[src/rtl/ghr_ctrl.sv]
// Global history register controller: speculative/committed history plus a checkpoint FIFO for recovery.
// Optional saturating statistics counters are built only when GHR_CTRL_STATS_EN is defined.
module ghr_ctrl #(
    parameter int GHR_WIDTH = 8,
    parameter int DEPTH     = 4
) (
    input  logic                 clk,
    input  logic                 rst_n,
    input  logic                 pred_valid,
    input  logic                 pred_taken,
    input  logic                 res_valid,
    input  logic                 res_taken,
    input  logic                 res_mispredict,
    input  logic                 flush,
    output logic [GHR_WIDTH-1:0] ghr,
    output logic [GHR_WIDTH-1:0] ex_ghr,
    output logic                 full,
    output logic                 empty,
    output logic [31:0]          stat_pred_cnt,
    output logic [31:0]          stat_mispred_cnt
);

    localparam int PW = $clog2(DEPTH);
    localparam int CW = PW + 1;

    logic [GHR_WIDTH-1:0] spec_q, spec_d;
    logic [GHR_WIDTH-1:0] arch_q, arch_d;
    logic [GHR_WIDTH-1:0] fifo_q [DEPTH];
    logic [PW-1:0]        wr_ptr_q, wr_ptr_d;
    logic [PW-1:0]        rd_ptr_q, rd_ptr_d;
    logic [CW-1:0]        cnt_q, cnt_d;
    logic [GHR_WIDTH-1:0] head;
    logic [GHR_WIDTH-1:0] recover_hist;
    logic                 do_mispred, do_resolve, do_push;

    assign full  = (cnt_q == CW'(DEPTH));
    assign empty = (cnt_q == '0);
    assign head  = fifo_q[rd_ptr_q];

    assign ghr    = spec_q;
    assign ex_ghr = empty ? arch_q : head;

    // Event qualification: a mispredict kills everything younger, a flush kills any same-cycle predict.
    assign do_mispred   = res_valid & res_mispredict & ~empty;
    assign do_resolve   = res_valid & ~res_mispredict & ~empty;
    assign do_push      = pred_valid & ~full & ~do_mispred & ~flush;
    assign recover_hist = {head[GHR_WIDTH-2:0], res_taken};

    always_comb begin
        spec_d   = spec_q;
        arch_d   = arch_q;
        wr_ptr_d = wr_ptr_q;
        rd_ptr_d = rd_ptr_q;
        cnt_d    = cnt_q;
        if (do_mispred) begin
            spec_d   = recover_hist;
            arch_d   = recover_hist;
            wr_ptr_d = '0;
            rd_ptr_d = '0;
            cnt_d    = '0;
        end else begin
            if (do_resolve) begin
                arch_d   = {arch_q[GHR_WIDTH-2:0], res_taken};
                rd_ptr_d = rd_ptr_q + 1'b1;
            end
            if (flush) begin
                spec_d   = arch_d;
                wr_ptr_d = '0;
                rd_ptr_d = '0;
                cnt_d    = '0;
            end else begin
                if (do_push) begin
                    spec_d   = {spec_q[GHR_WIDTH-2:0], pred_taken};
                    wr_ptr_d = wr_ptr_q + 1'b1;
                end
                cnt_d = cnt_q + {{(CW-1){1'b0}}, do_push} - {{(CW-1){1'b0}}, do_resolve};
            end
        end
    end

    // NOTE: non-blocking assignments in every clocked block so all flops update from pre-edge values.
    always_ff @(posedge clk or negedge rst_n) begin
        if (!rst_n) begin
            spec_q   <= '0;
            arch_q   <= '0;
            wr_ptr_q <= '0;
            rd_ptr_q <= '0;
            cnt_q    <= '0;
        end else begin
            spec_q   <= spec_d;
            arch_q   <= arch_d;
            wr_ptr_q <= wr_ptr_d;
            rd_ptr_q <= rd_ptr_d;
            cnt_q    <= cnt_d;
        end
    end

    // NOTE: snapshot storage is not reset; a zero count makes stale entries unreachable.
    always_ff @(posedge clk) begin
        if (do_push) begin
            fifo_q[wr_ptr_q] <= spec_q;
        end
    end

`ifdef GHR_CTRL_STATS_EN
    logic [31:0] pred_cnt_q, mispred_cnt_q;

    always_ff @(posedge clk or negedge rst_n) begin
        if (!rst_n) begin
            pred_cnt_q    <= '0;
            mispred_cnt_q <= '0;
        end else begin
            if (do_push && pred_cnt_q != 32'hFFFF_FFFF) begin
                pred_cnt_q <= pred_cnt_q + 32'd1;
            end
            if (do_mispred && mispred_cnt_q != 32'hFFFF_FFFF) begin
                mispred_cnt_q <= mispred_cnt_q + 32'd1;
            end
        end
    end

    assign stat_pred_cnt    = pred_cnt_q;
    assign stat_mispred_cnt = mispred_cnt_q;
`else
    assign stat_pred_cnt    = '0;
    assign stat_mispred_cnt = '0;
`endif

endmodule

[config.mk]
export PLATFORM = sky130hd
export DESIGN_NAME = ghr_ctrl
export DESIGN_NICKNAME = d
export VERILOG_FILES = /design/src/rtl/ghr_ctrl.sv
export SDC_FILE = /design/constraint.sdc
export NUM_CORES = 1
export LEC_CHECK = 0
export CELL_PAD_IN_SITES_DETAIL_PLACEMENT = 1
export CELL_PAD_IN_SITES_GLOBAL_PLACEMENT = 1
export CORE_MARGIN = 2
export CORE_UTILIZATION = 34
export CTS_CLUSTER_SIZE = 12
export DETAILED_ROUTE_END_ITERATION = 8
export GPL_TIMING_DRIVEN = 0
export PLACE_DENSITY = 0.86
export SYNTH_ARGS = -nofsm -noshare
export SYNTH_HDL_FRONTEND = slang
export SYNTH_SLANG_ARGS = --single-unit
[constraint.sdc]
create_clock -name clk -period 2.5 [get_ports clk]
set_clock_uncertainty 0.15 [all_clocks]
set_input_delay 0.5 -clock clk [delete_from_list [all_inputs] [get_ports clk]]
set_output_delay 0.5 -clock clk [all_outputs]
set_load 0.05 [all_outputs]
==> flow_summary.yaml <==
place:
  port-buffer-count: 23
  place_area_um2: 3749
  dp_hpwl_mm: 5.543
  place.gp.congestion: 0.7986
synthesis:
  synth_compound_area_frac: 0.09283
  syn_area_per_cell_um2: 11.67
  yosysSeqAreaShare: 0.4892
  synth_area_leaders: "edfxtp_1 31%, dfrtp_1 18%, buf_4 16%"
  yosysUniqueCellTypes: 39
  synth_flop_cell: "edfxtp_1"
  ys_ff_latch: 55
  yosys.area_share.simple: 0.09044
  synth_warnings: 0
  synth_top_area_cell: "edfxtp_1"
  synth_fa_ha_area_frac: 0.03028
  synth_xor_area_frac: 0.01394
  synthMuxAreaShare: 0.09602
  synth_top_cell_area_share: 0.3060
  async_reset_ff_frac: 0.4182
  synth_edf_count: 32
  syn_area_um2: 3141
  synth_top_family_by_area: "buffers and inverters"
  postSynthCellCount: 269
clock_tree:
  clockBufferDepth: 2
  holdBufCountCts: 0
  clock_sinks: 55
  cts_tree: "done"
  cts_root_buffer: "clkbuf_8"
  cts_buffers: 5
  clk_pin_slew_ps: 90
  clk_latency_ps: 320
  htree_levels: 2
drt:
  drt-initial-drc-count: 172
  vias: 2288
  remaining_drc_errors: 0
  via_per_inst: 4.613
  first_pass_iters: 4
  routedWlPerCell_um: 16.40
  antenna_left: 0
  wirelength_mm: 8.133
die:
  core_area_um2: 9109
  die_width_um: 100.1
  rows: 35
  io_pins: 90
  dieArea_um2: 10020
  dieHeight_um: 100.1
  initial_core_util: 0.3448
global_route:
  grt_pass1_wl_mm: 12.75
  grt_pass1_vias: 2373
  gr-total-overflow: 0
  antenna_found_initial: 0
  track_usage: 0.1682
  grt_max_degree: 24
cells_and_area:
  mostFrequentLayoutCell: "buf_4"
  drive_gt1_frac: 0.4052
  design_area_um2: 4179
  syn_to_final_growth_pct: 33.07
  final_nets: 399
  nFillCells: 1034
  antenna_cells: 0
  final_cell_mix: "80 x buf_4, 64 x conb_1, 32 x edfxtp_1"
critical_path:
  critPathKind: "flip-flop to flip-flop"
  endpoint_kind: "flip-flop"
  path_max_fanout: 3
  critPathArrivalTime_ps: 2650
  cp_data_required_time_ps: 2550
  startpoint_type: "flip-flop"
sta:
  fin_crit_ps: 2600
  timing.fmax_ghz: 0.3846
  post-route-period-util: 1.040
  timing.setup.tns_ps: -356.3
  layout_setup_ws_ps: -100.0
  rsz0062_at_grt: "true"
  tightest_slew_ps: 1121
  maxSlewHeadroom: 0.2500
  hold_viol: 0
  setup_viol: 9
  drv_slew: 0
pwr:
  pwr-share-comb: 0.584
  vdd_drop_max_uv: 541.3
  switching_share: 0.4540
  powerDensity_nw_per_um2: 1176
  p_seq_frac: 0.311
  pwr-share-clk: 0.105
  switching_power_mw: 2.231
  power.leakage_nw: 1.890
  intPower_mw: 2.682
status:
  status: "finished, violations left"
  violations: "negative setup slack"
min_path:
  hold_class: "flip-flop to flip-flop"
run:
  maxCapViolCount: 0
==> per-stage QoR <==
step / worst slack, ps / total power, mW / hold WS, ps / utilization / std cells
floorplan: -151.5 / 3.163 / 54.41 / - / 332
global placement: -684.9 / 3.779 / 349.8 / 0.4115 / 466
detailed placement: -795.7 / 3.871 / 392.7 / 0.4115 / 466
CTS: -156.2 / 4.765 / 419.8 / 0.4496 / 491
global route: -232.3 / 5.130 / 472.3 / 0.4588 / 496
finish: -100.0 / 4.913 / 427.3 / 0.4588 / 496
==> state kept, by name, summed over array words and instances (netlist names) <==
name / cells
ghr: 8
wr_ptr_q: 2
cnt_q: 3
arch_q: 8
fifo_q: 32
rd_ptr_q: 2
==> metal layers <==
layer / share of wire / track usage / up-vias / routed length (um)
li1: - / - / 1048 / -
met1: 0.40 / 0.2113 / 1141 / 3292
met2: 0.53 / 0.2989 / 84 / 4283
met3: 0.052 / 0.02716 / 15 / 421
met4: 0.017 / 0.05058 / 0 / 136
met5: 0 / 0 / - / 0
==> power by group through the flow <==
stage               Clock (mW)  Combinational, mW  Sequential (mW)
global route             0.553               3.02             1.56
detailed placement           0               2.33             1.54
CTS                      0.518               2.73             1.52
global placement             0               2.27             1.51
floorplan                    0               1.50             1.66
finish                   0.517               2.87             1.53
==> final cells by class <==
cell class | count | area [um2] | share of cell area
sequential | 55 | 1541 | 0.3689
multi-input combinational | 194 | 1334 | 0.3192
buffer | 73 | 551.8 | 0.1320
timing repair buffer | 48 | 496.7 | 0.1189
tap | 111 | 138.9 | 0.03323
clock buffer | 7 | 86.33 | 0.02066
inverter | 7 | 26.28 | 0.006287
clock inverter | 1 | 3.754 | 0.0008982
==> synth_stat cells, types with 3 or more instances <==
library cell  instances
a21oi_1               9
a21oi_2               5
a311o_2               5
and3_1                5
buf_2                 4
buf_4                65
buf_6                 3
dfrtp_1              23
edfxtp_1             32
ha_1                  6
inv_1                 7
mux2_2                9
mux4_2                8
nand2_1               6
nand3_1               7
nor2_1               25
nor3_1               11
o21ai_0              10
xnor2_1               3
==> critical path, stage by stage, from the launching register on <==
cell	delay [ps]
dfrtp_2	420
buf_6	120
o31ai_4	290
nor2_4	90
nor2_4	110
nand2_1	70
ha_1	270
inv_1	60
ha_2	160
inv_2	40
fa_2	340
xor2_2	160
xnor2_1	140
nor2_1	60
==> what timing repair did <==
item                       CTS  global route
buffers inserted            18             7
cloned                       1             0
pin swaps                    4             2
gates resized for setup     87            17
setup endpoints to repair   12            10
==> logic make-up (layout without fill, tap and decap cells) <==
family,after synthesis,count (layout)
and+or+nand+nor,60,60
other,1,64
adders and majority gates,7,7
AOI/OAI and AO/OA,39,39
buffers and inverters,83,136
DFF,55,55
muxes,19,19
xor gates and xnor gates,5,5
==> final timing paths <==
kind,start,to,slack [ps],cells past startpoint
worst max register to register,cnt_q[0]$_DFF_PN0_,cnt_q[2]$_DFF_PN0_,-100,13
min in group asynchronous,rst_n,ghr[4]$_DFFE_PN0P_,620,1
worst max-delay path,cnt_q[0]$_DFF_PN0_,cnt_q[2]$_DFF_PN0_,-100,13
worst min register to register,wr_ptr_q[1]$_DFFE_PN0P_,wr_ptr_q[1]$_DFFE_PN0P_,430,2
worst min-delay path,wr_ptr_q[1]$_DFFE_PN0P_,wr_ptr_q[1]$_DFFE_PN0P_,430,2
max in group asynchronous,rst_n,cnt_q[1]$_DFF_PN0_,820,1
(Power assumes the default switching activity.)
